## src/rtl/hsv_color_tracker_pkg.sv

```systemverilog
// Shared widths and hue-sector encoding for the HSV colour tracker and its
// RGB->HSV front end.
package hsv_color_tracker_pkg;

  localparam int PIX_W = 8;
  localparam int ROW_W = 13;
  localparam int HUE_W = 14;

  // Sector offsets as shift amounts: G-max adds 2*diff, B-max adds 4*diff.
  localparam int HUE_SH_G = 1;
  localparam int HUE_SH_B = 2;

  typedef enum logic {
    ST_ACC,
    ST_CLOSE
  } acc_state_e;

endpackage

```

## src/rtl/hsv_color_tracker_rgb_to_hsv_pipe.sv

```systemverilog
// Two-stage RGB -> (H, diff, max) converter with a pass-through sideband,
// shared with the calibration path.
module rgb_to_hsv_pipe
  import hsv_color_tracker_pkg::*;
#(
  parameter int SB_W = 1
) (
  input  logic                    clk,
  input  logic                    reset_n,
  input  logic                    vld_i,
  input  logic [PIX_W-1:0]        r_i,
  input  logic [PIX_W-1:0]        g_i,
  input  logic [PIX_W-1:0]        b_i,
  input  logic [SB_W-1:0]         sb_i,
  output logic                    vld_o,
  output logic signed [HUE_W-1:0] h_o,
  output logic [PIX_W-1:0]        diff_o,
  output logic [PIX_W-1:0]        max_o,
  output logic [SB_W-1:0]         sb_o
);

  logic                    vld_p1, vld_p2;
  logic [PIX_W-1:0]        r_p1, g_p1, b_p1;
  logic [SB_W-1:0]         sb_p1, sb_p2;
  logic [PIX_W-1:0]        max_c, min_c, diff_c;
  logic signed [HUE_W-1:0] r_s, g_s, b_s, d_s, h_c;
  logic [PIX_W-1:0]        diff_p2, max_p2;
  logic signed [HUE_W-1:0] h_p2;

  always_ff @(posedge clk) begin
    if (!reset_n) begin
      vld_p1 <= 1'b0;
      vld_p2 <= 1'b0;
    end else begin
      vld_p1 <= vld_i;
      vld_p2 <= vld_p1;
    end
  end

  // S1: register raw pixel
  always_ff @(posedge clk) begin
    r_p1  <= r_i;
    g_p1  <= g_i;
    b_p1  <= b_i;
    sb_p1 <= sb_i;
  end

  always_comb begin
    max_c = r_p1;
    min_c = r_p1;
    if (g_p1 > max_c) max_c = g_p1;
    if (b_p1 > max_c) max_c = b_p1;
    if (g_p1 < min_c) min_c = g_p1;
    if (b_p1 < min_c) min_c = b_p1;
    diff_c = max_c - min_c;
  end

  assign r_s = $signed({{(HUE_W-PIX_W){1'b0}}, r_p1});
  assign g_s = $signed({{(HUE_W-PIX_W){1'b0}}, g_p1});
  assign b_s = $signed({{(HUE_W-PIX_W){1'b0}}, b_p1});
  assign d_s = $signed({{(HUE_W-PIX_W){1'b0}}, diff_c});

  // Ties resolve R > G > B; red hue is left unwrapped around zero.
  always_comb begin
    if (r_p1 >= g_p1 && r_p1 >= b_p1) h_c = g_s - b_s;
    else if (g_p1 >= b_p1)            h_c = (b_s - r_s) + (d_s <<< HUE_SH_G);
    else                              h_c = (r_s - g_s) + (d_s <<< HUE_SH_B);
  end

  // S2: register hue, saturation proxy and value
  always_ff @(posedge clk) begin
    h_p2    <= h_c;
    diff_p2 <= diff_c;
    max_p2  <= max_c;
    sb_p2   <= sb_p1;
  end

  assign vld_o  = vld_p2;
  assign h_o    = h_p2;
  assign diff_o = diff_p2;
  assign max_o  = max_p2;
  assign sb_o   = sb_p2;

endmodule

```

## src/rtl/hsv_color_tracker.sv

```systemverilog
// Per-pixel colour match against a latched calibration, with per-frame match
// count and bounding box reported on each frame_end.
module hsv_color_tracker
  import hsv_color_tracker_pkg::*;
#(
  parameter logic [HUE_W-1:0] H_TOL = 14'd24,
  parameter logic [PIX_W-1:0] S_MIN = 8'd32,
  parameter logic [PIX_W-1:0] V_MIN = 8'd40,
  parameter int               CNT_W = 20
) (
  input  logic                    clk,
  input  logic                    reset_n,
  input  logic                    pix_valid,
  input  logic [PIX_W-1:0]        raw_R,
  input  logic [PIX_W-1:0]        raw_G,
  input  logic [PIX_W-1:0]        raw_B,
  input  logic [ROW_W-1:0]        row,
  input  logic [ROW_W-1:0]        col,
  input  logic                    frame_end,
  input  logic                    cal_load,
  input  logic signed [HUE_W-1:0] cal_H,
  input  logic [PIX_W-1:0]        cal_S,
  input  logic [PIX_W-1:0]        cal_V,
  output logic                    mask_valid,
  output logic                    mask,
  output logic                    res_valid,
  output logic                    obj_found,
  output logic [CNT_W-1:0]        match_cnt,
  output logic [ROW_W-1:0]        bb_rmin,
  output logic [ROW_W-1:0]        bb_rmax,
  output logic [ROW_W-1:0]        bb_cmin,
  output logic [ROW_W-1:0]        bb_cmax
);

  function automatic logic [CNT_W-1:0] sat_inc(input logic [CNT_W-1:0] c);
    return (&c) ? c : c + CNT_W'(1);
  endfunction

  function automatic logic [HUE_W:0] abs_h(input logic signed [HUE_W:0] x);
    return x[HUE_W] ? $unsigned(-x) : $unsigned(x);
  endfunction

  logic                    cal_ok_q;
  logic signed [HUE_W-1:0] cal_h_q;
  logic                    vld_p2;
  logic signed [HUE_W-1:0] h_p2;
  logic [PIX_W-1:0]        diff_p2, max_p2;
  logic [2*ROW_W-1:0]      sb_p2;
  logic                    fe_p1, fe_p2, fe_p3;
  logic                    mask_valid_q, mask_q;
  logic [ROW_W-1:0]        row_p3, col_p3;
  logic signed [HUE_W:0]   hdiff_c;
  logic                    match_c, hit_c;
  acc_state_e              state_q, state_d;
  logic [CNT_W-1:0]        cnt_q, cnt_d, mcnt_q, mcnt_d;
  logic [ROW_W-1:0]        rmin_q, rmin_d, rmax_q, rmax_d, cmin_q, cmin_d, cmax_q, cmax_d;
  logic [ROW_W-1:0]        brmin_q, brmin_d, brmax_q, brmax_d, bcmin_q, bcmin_d, bcmax_q, bcmax_d;
  logic                    obj_q, obj_d;
  logic                    unused_cal;

  // Match thresholds are fixed parameters; calibrated S/V are informational only.
  assign unused_cal = ^{cal_S, cal_V};

  always_ff @(posedge clk) begin
    if (!reset_n)      cal_ok_q <= 1'b0;
    else if (cal_load) cal_ok_q <= 1'b1;
  end

  always_ff @(posedge clk) begin
    if (cal_load) cal_h_q <= cal_H;
  end

  rgb_to_hsv_pipe #(.SB_W(2*ROW_W)) u_hsv (
    .clk    (clk),
    .reset_n(reset_n),
    .vld_i  (pix_valid),
    .r_i    (raw_R),
    .g_i    (raw_G),
    .b_i    (raw_B),
    .sb_i   ({row, col}),
    .vld_o  (vld_p2),
    .h_o    (h_p2),
    .diff_o (diff_p2),
    .max_o  (max_p2),
    .sb_o   (sb_p2)
  );

  assign hdiff_c = {h_p2[HUE_W-1], h_p2} - {cal_h_q[HUE_W-1], cal_h_q};
  assign match_c = cal_ok_q && (abs_h(hdiff_c) <= {1'b0, H_TOL}) &&
                   (diff_p2 >= S_MIN) && (max_p2 >= V_MIN);

  // S3: register mask and the frame_end that travelled alongside the pixel
  always_ff @(posedge clk) begin
    if (!reset_n) begin
      fe_p1        <= 1'b0;
      fe_p2        <= 1'b0;
      fe_p3        <= 1'b0;
      mask_valid_q <= 1'b0;
      mask_q       <= 1'b0;
    end else begin
      fe_p1        <= frame_end;
      fe_p2        <= fe_p1;
      fe_p3        <= fe_p2;
      mask_valid_q <= vld_p2;
      mask_q       <= vld_p2 & match_c;
    end
  end

  always_ff @(posedge clk) begin
    row_p3 <= sb_p2[2*ROW_W-1:ROW_W];
    col_p3 <= sb_p2[ROW_W-1:0];
  end

  assign hit_c = mask_valid_q & mask_q;

  // A zero count marks the first match of a frame; it never returns to zero by saturation.
  always_comb begin
    state_d = fe_p3 ? ST_CLOSE : ST_ACC;
    cnt_d   = cnt_q;
    rmin_d  = rmin_q;
    rmax_d  = rmax_q;
    cmin_d  = cmin_q;
    cmax_d  = cmax_q;
    obj_d   = obj_q;
    mcnt_d  = mcnt_q;
    brmin_d = brmin_q;
    brmax_d = brmax_q;
    bcmin_d = bcmin_q;
    bcmax_d = bcmax_q;
    if (hit_c) begin
      cnt_d = sat_inc(cnt_q);
      if (cnt_q == '0) begin
        rmin_d = row_p3;
        rmax_d = row_p3;
        cmin_d = col_p3;
        cmax_d = col_p3;
      end else begin
        rmin_d = (row_p3 < rmin_q) ? row_p3 : rmin_q;
        rmax_d = (row_p3 > rmax_q) ? row_p3 : rmax_q;
        cmin_d = (col_p3 < cmin_q) ? col_p3 : cmin_q;
        cmax_d = (col_p3 > cmax_q) ? col_p3 : cmax_q;
      end
    end
    if (fe_p3) begin
      obj_d   = (cnt_d != '0);
      mcnt_d  = cnt_d;
      brmin_d = rmin_d;
      brmax_d = rmax_d;
      bcmin_d = cmin_d;
      bcmax_d = cmax_d;
      cnt_d   = '0;
      rmin_d  = '0;
      rmax_d  = '0;
      cmin_d  = '0;
      cmax_d  = '0;
    end
  end

  always_ff @(posedge clk) begin
    if (!reset_n) begin
      state_q <= ST_ACC;
      cnt_q   <= '0;
      rmin_q  <= '0;
      rmax_q  <= '0;
      cmin_q  <= '0;
      cmax_q  <= '0;
      obj_q   <= 1'b0;
      mcnt_q  <= '0;
      brmin_q <= '0;
      brmax_q <= '0;
      bcmin_q <= '0;
      bcmax_q <= '0;
    end else begin
      state_q <= state_d;
      cnt_q   <= cnt_d;
      rmin_q  <= rmin_d;
      rmax_q  <= rmax_d;
      cmin_q  <= cmin_d;
      cmax_q  <= cmax_d;
      obj_q   <= obj_d;
      mcnt_q  <= mcnt_d;
      brmin_q <= brmin_d;
      brmax_q <= brmax_d;
      bcmin_q <= bcmin_d;
      bcmax_q <= bcmax_d;
    end
  end

  assign mask_valid = mask_valid_q;
  assign mask       = mask_q;
  assign res_valid  = (state_q == ST_CLOSE);
  assign obj_found  = obj_q;
  assign match_cnt  = mcnt_q;
  assign bb_rmin    = brmin_q;
  assign bb_rmax    = brmax_q;
  assign bb_cmin    = bcmin_q;
  assign bb_cmax    = bcmax_q;

endmodule

```

## config.mk

```make
export PLATFORM = sky130hd
export DESIGN_NAME = hsv_color_tracker
export DESIGN_NICKNAME = d
export VERILOG_FILES = /design/src/rtl/hsv_color_tracker_pkg.sv /design/src/rtl/hsv_color_tracker_rgb_to_hsv_pipe.sv /design/src/rtl/hsv_color_tracker.sv
export SDC_FILE = /design/constraint.sdc
export NUM_CORES = 1
export LEC_CHECK = 0
export ABC_CLOCK_PERIOD_IN_PS = 13900
export CORE_UTILIZATION = 61
export DETAILED_ROUTE_END_ITERATION = 8
export PLACE_DENSITY_LB_ADDON = 0.15
export SETUP_SLACK_MARGIN = 0.02
export SYNTH_ARGS = -nofsm -noshare
export SYNTH_HDL_FRONTEND = slang
export SYNTH_HIERARCHICAL = 1
export SYNTH_SLANG_ARGS = --single-unit
```

## constraint.sdc

```tcl
create_clock -name clk -period 13.9 [get_ports clk]
set_input_delay 4.17 -clock clk [delete_from_list [all_inputs] [get_ports clk]]
set_output_delay 4.17 -clock clk [all_outputs]
set_load 0.05 [all_outputs]
```

Word level (Yosys, flattened, before mapping)
Cells that the tools add are included.

cells by class
  bitwise operators = 3
  add/sub/neg operators = 9
  order comparisons = 14
  reductions and logical operators = 8
  mux-type cells = 22

operators by type and width
  cell                     count
  $mux W13                 12
  $mux W20                 2
  $mux W8                  4
  $mux W14                 2
  $sub A8 B8 Y9            3
  $gt A13 B13 Y1           2
  $lt A13 B13 Y1           2
  $ge A8 B8 Y1             3
  $add A20 B1 Y20 const B  1
  $logic_not A20 Y1        1
  $reduce_and A20 Y1       1
  $reduce_bool A20 Y1      1
  $ge A8 B6 Y1 const B     2
  $gt A8 B8 Y1             2
  $lt A8 B8 Y1             2
  $le A15 B5 Y1 const B    1
  $mux W15                 1
  $neg A15 Y15             1
  $sub A14 B14 Y15         1
  $add A14 B10 Y14         1
  $add A14 B11 Y14         1
  $sub A8 B8 Y8            1
  $logic_and A1 B1 Y1      4
  $and A1 B1 Y1            2
  3 further kinds          3

storage, ports and cells
  flip-flop bits (word level) = 300
  logic and storage cells = 87

Longest topological paths before layout
  word-level depth = 8
  gate-level depth with buffers = 31
  mapped depth without buffers = 30

Cells and area by module
Netlist, hierarchy kept.

by module, submodules not included
  module             instances  area each (µm²)  cells each
  hsv_color_tracker  1          8,973.6          977
  rgb_to_hsv_pipe    1          5,358.9          562

Worst setup path after synthesis
No wires, ideal clock.

  path type = register to register
  start point = reg u_hsv.g_p1[4]
  end point = reg u_hsv.h_p2[9] (netlist: u_hsv/h_o[9])
  cell stages (with the launch flop) = 29
  period minus slack after synthesis = 6,226 ps
  arrival = 6,104 ps
  library setup time = 122 ps
  data required time = 13,778 ps
  path slack = 7,674 ps
  buffers on the path = 2
  cell sequence = dfxtp_1 > inv_1 > ha_1 > a21o_1 > a2111o_1 > o211ai_4 > clkbuf_1 > nor2_1 > a21oi_1 > ha_1 > nand3_1 > nor2_1 > mux2_4 > o21ai_4 > clkbuf_1 > a21oi_1 > ha_1 > fa_1 > xnor2_1 > ha_1 > nor2b_1 > o21ai_1 > nand2b_1 > a21o_1 > maj3_2 > a21o_1 > a21oi_1 > xnor2_1 > a221o_1

between the ends
  cells in the longest elaborated chain, start to end = 8

ends and longest elaborated chain
  item                                                  RTL line                                                                          source
  start, declared                                       hsv_color_tracker_rgb_to_hsv_pipe.sv:23                                           logic [PIX_W-1:0] r_p1, g_p1, b_p1;
  start signal, assigned                                hsv_color_tracker_rgb_to_hsv_pipe.sv:43                                           g_p1 <= g_i;
  $gt A8 B8 Y1 or $lt A8 B8 Y1 (tied branches)          hsv_color_tracker_rgb_to_hsv_pipe.sv:51, hsv_color_tracker_rgb_to_hsv_pipe.sv:53
  $mux W8 (on tied branches)                            hsv_color_tracker_rgb_to_hsv_pipe.sv:51, hsv_color_tracker_rgb_to_hsv_pipe.sv:53
  $gt A8 B8 Y1 or $lt A8 B8 Y1 (tied branches)          hsv_color_tracker_rgb_to_hsv_pipe.sv:52, hsv_color_tracker_rgb_to_hsv_pipe.sv:54
  $mux W8 (on tied branches)                            hsv_color_tracker_rgb_to_hsv_pipe.sv:52, hsv_color_tracker_rgb_to_hsv_pipe.sv:54
  $sub A8 B8 Y8 (*)                                     hsv_color_tracker_rgb_to_hsv_pipe.sv:55                                           diff_c = max_c - min_c;
  net u_hsv.diff_c[2]                                   hsv_color_tracker_rgb_to_hsv_pipe.sv:25                                           logic [PIX_W-1:0] max_c, min_c, diff_c;
  $add A14 B11 Y14 or $add A14 B10 Y14 (tied branches)  hsv_color_tracker_rgb_to_hsv_pipe.sv:67, hsv_color_tracker_rgb_to_hsv_pipe.sv:66
  $mux W14 (*)                                          hsv_color_tracker_rgb_to_hsv_pipe.sv:66                                           else if (g_p1 >= b_p1) h_c = (b_s - r_s) + (d_s <<< HUE_SH_G);
  $mux W14 (*)                                          hsv_color_tracker_rgb_to_hsv_pipe.sv:65                                           if (r_p1 >= g_p1 && r_p1 >= b_p1) h_c = g_s - b_s;
  net u_hsv.h_c[9]                                      hsv_color_tracker_rgb_to_hsv_pipe.sv:26                                           logic signed [HUE_W-1:0] r_s, g_s, b_s, d_s, h_c;
  end signal, assigned                                  hsv_color_tracker_rgb_to_hsv_pipe.sv:72                                           h_p2 <= h_c;
  end, declared                                         hsv_color_tracker_rgb_to_hsv_pipe.sv:28                                           logic signed [HUE_W-1:0] h_p2;

The timed path passes the listed nets; every way through them passes the cells marked *.
A chain may end at the register's enable or synchronous reset.

Final worst setup path
  start point = reg u_hsv.g_p1[4]
  end point = reg u_hsv.h_p2[10] (netlist: u_hsv/h_o[10])

between the ends
  cells in the longest elaborated chain, start to end = 8

ends and longest elaborated chain
  item                                                  RTL line
  $gt A8 B8 Y1 or $lt A8 B8 Y1 (tied branches)          hsv_color_tracker_rgb_to_hsv_pipe.sv:51, hsv_color_tracker_rgb_to_hsv_pipe.sv:53
  $mux W8 (on tied branches)                            hsv_color_tracker_rgb_to_hsv_pipe.sv:51, hsv_color_tracker_rgb_to_hsv_pipe.sv:53
  $gt A8 B8 Y1 or $lt A8 B8 Y1 (tied branches)          hsv_color_tracker_rgb_to_hsv_pipe.sv:52, hsv_color_tracker_rgb_to_hsv_pipe.sv:54
  $mux W8 (on tied branches)                            hsv_color_tracker_rgb_to_hsv_pipe.sv:52, hsv_color_tracker_rgb_to_hsv_pipe.sv:54
  $sub A8 B8 Y8                                         hsv_color_tracker_rgb_to_hsv_pipe.sv:55
  $add A14 B11 Y14 or $add A14 B10 Y14 (tied branches)  hsv_color_tracker_rgb_to_hsv_pipe.sv:67, hsv_color_tracker_rgb_to_hsv_pipe.sv:66
  $mux W14                                              hsv_color_tracker_rgb_to_hsv_pipe.sv:66
  $mux W14 (*)                                          hsv_color_tracker_rgb_to_hsv_pipe.sv:65
  net u_hsv.h_c[10]                                     hsv_color_tracker_rgb_to_hsv_pipe.sv:26

Marks and branches as above.

==> flow_metrics.py <==
metrics = {
    "timing": {
        "fmax_mhz": 137,
        "grt_setup_unrepaired": "no",
        "setup_viol": 0,
        "finalSetupTns_ns": 0,
        "hold_viol": 0,
        "slew_headroom": 0.233,
        "tightest_slew_ns": 1.15,
        "finalCriticalPeriod_ns": 7.32,
        "timing.final.crit_share": 0.526,
        "slew_violations": 0,
        "hold_slack_ns": 0.309,
        "finalClockSkew_ns": 0.0223,
    },
    "floorplanning": {
        "die_h_um": 154,
        "die_w_um": 154,
        "start_util": 0.624,
        "rows": 55,
        "io_pins": 161,
        "core_sq_mm": 0.0227,
        "fp.dieArea_sq_mm": 0.0238,
    },
    "yosys": {
        "synth_warnings": 6,
        "netlist_area_sq_mm": 0.0142,
        "netlist_instances": 1530,
        "synth_nets": 1751,
        "syn_area_per_cell_sq_um": 9.26,
    },
    "power_and_ir_drop": {
        "power.leakage_nw": 6.81,
        "p_total_w": 0.00270,
        "max-vdd-ir-drop_mv": 0.156,
        "power_density_mw_per_mm2": 162,
    },
    "place": {
        "placedCellCount": 1912,
        "place_hpwl_um": 23600,
        "gp_congestion": 0.935,
        "io_buffers": 144,
    },
    "drt": {
        "drt_iter0_markers": 526,
        "wl_per_cell_um": 16.3,
        "avgViaCountPerCell": 5.77,
        "route.detailed.drc": 0,
        "drt_wl_total_um": 32000,
        "ant_nets": 0,
        "dr.pass1.iters": 7,
        "vias": 11300,
    },
    "clocking": {
        "cts_resized": 0,
        "clk_path_buf_depth": 3,
        "cts_tree": "built",
        "hold_buffers": 0,
        "clkLatencyLatePin_ns": 0.56,
        "ctsRootBufferMaster": "clkbuf_16",
        "cts_made_buffers": 30,
        "cts.htree.levels": 1,
        "post_cts_buffers": 0,
        "clock-sinks": 292,
        "clkTransAtPathRegs_ns": 0.06,
    },
    "grt": {
        "grt_pass1_vias": 10800,
        "grt_max_degree": 66,
        "grt_overflow": 0,
        "antenna_found_initial": 0,
        "grt.total_usage": 0.269,
        "grt_pass1_wl_um": 52200,
    },
    "setup_path": {
        "path_common_cell": "a21oi_1",
        "reg2reg_from": "u_hsv/g_p1[4]",
        "worst-r2r-setup-slack_ns": 6.58,
        "slowest_stage": "o21ai_2",
        "cp-start-kind": "register",
        "r2r_cells": 26,
        "endpoint_kind": "register",
        "worstSetupPathType": "register to register",
        "crit_required_ns": 14.31,
        "r2r-end": "u_hsv/h_o[10]",
        "cp_max_fo": 20,
        "arrival_ns": 7.73,
        "critPathBufInv": 1,
        "critPathMaxStageDelay_ns": 0.59,
        "worst_path_dominant_cell_family": "compound AO/OA/AOI/OAI gates",
    },
    "status": {
        "status": "completed",
    },
    "final_layout": {
        "fin_cells": 1966,
        "final_layout_size_suffix_gt1_frac": 0.0583,
        "antenna_cells": 0,
        "fillCellCount": 1726,
        "num-nets-final": 1880,
        "area_growth_pct": 18.0,
    },
    "worst_hold_path": {
        "hold_start": "u_hsv/sb_p1[12]",
        "min_to": "u_hsv/sb_o[12]",
        "hold_path_class": "register to register",
        "min_path_cells": 0,
    },
    "job": {
        "cap_violations": 0,
    },
}
## how the worst max path moves through the flow
stage                              from       endpoint  slack (ns)  cells past startpoint
after floorplan           u_hsv/g_p1[4]  u_hsv/h_o[10]        7.71                     28
after global placement          reset_n     bb_rmin[4]        6.87                      5
after detailed placement  u_hsv/g_p1[4]  u_hsv/h_o[10]        6.69                     26
after CTS                 u_hsv/g_p1[4]  u_hsv/h_o[10]        6.65                     26
after global routing      u_hsv/g_p1[4]  u_hsv/h_o[10]        6.15                     26
final                     u_hsv/g_p1[4]  u_hsv/h_o[10]        6.58                     26
## routing by layer
layer	routed length (um)	track usage
met2	15500	0.471
met4	1440	0.125
met1	13700	0.328
met3	1330	0.0359
met5	0	0
## flip-flops by register name, summed over array words and instances, names as in the netlist, 14 cells and up
name         cells
cnt_q           20
cal_h_q         14
u_hsv/h_o       14
u_hsv/sb_p1     26
match_cnt       20
u_hsv/sb_o      26
## layout by cell type, fill, tap and decap left out, types with 7 or more instances in the layout
master / n
nor2b_1: 19
a21oi_1: 126
o31ai_1: 15
o21bai_1: 9
inv_1: 127
o21ai_0: 90
o21a_1: 19
clkdlybuf4s50_1: 144
mux2i_1: 39
a21o_1: 26
dfxtp_1: 277
a31oi_1: 10
o21ai_1: 7
and2_1: 27
clkbuf_16: 30
nor3_1: 30
nand2b_1: 18
ha_1: 129
xor2_1: 17
edfxtp_1: 14
nor4_1: 10
nand4_1: 17
nand2_1: 74
clkinv_2: 8
xnor2_1: 42
fa_1: 7
nand3_1: 42
nor2_1: 147
a221o_1: 28
and3_1: 9
a211oi_1: 7
## area by class of cell
type                       count  area (sq um)  share of cell area
multi-input combinational   1058          7460               0.447
sequential                   292          5990               0.358
timing repair buffer         150          1490              0.0889
clock buffer                  39           815              0.0487
inverter                     127           477              0.0285
tap                          285           357              0.0213
clock inverter                15           128             0.00764
## power breakdown
part | internal (W) | switching [W]
sequential | 0.000899 | 0.0000276
combinational | 0.000441 | 0.000571
clock | 0.000433 | 0.000328
total | 0.00177 | 0.000926
## metrics by stage
step	util	instance area [sq um]	setup slack, ns
floorplan	-	14200	7.71
global placement	0.694	15800	6.87
detailed placement	0.694	15800	6.69
CTS	0.736	16700	6.65
global route	0.736	16700	6.15
finish	0.736	16700	6.58
Power figures use the tool's default switching activity.
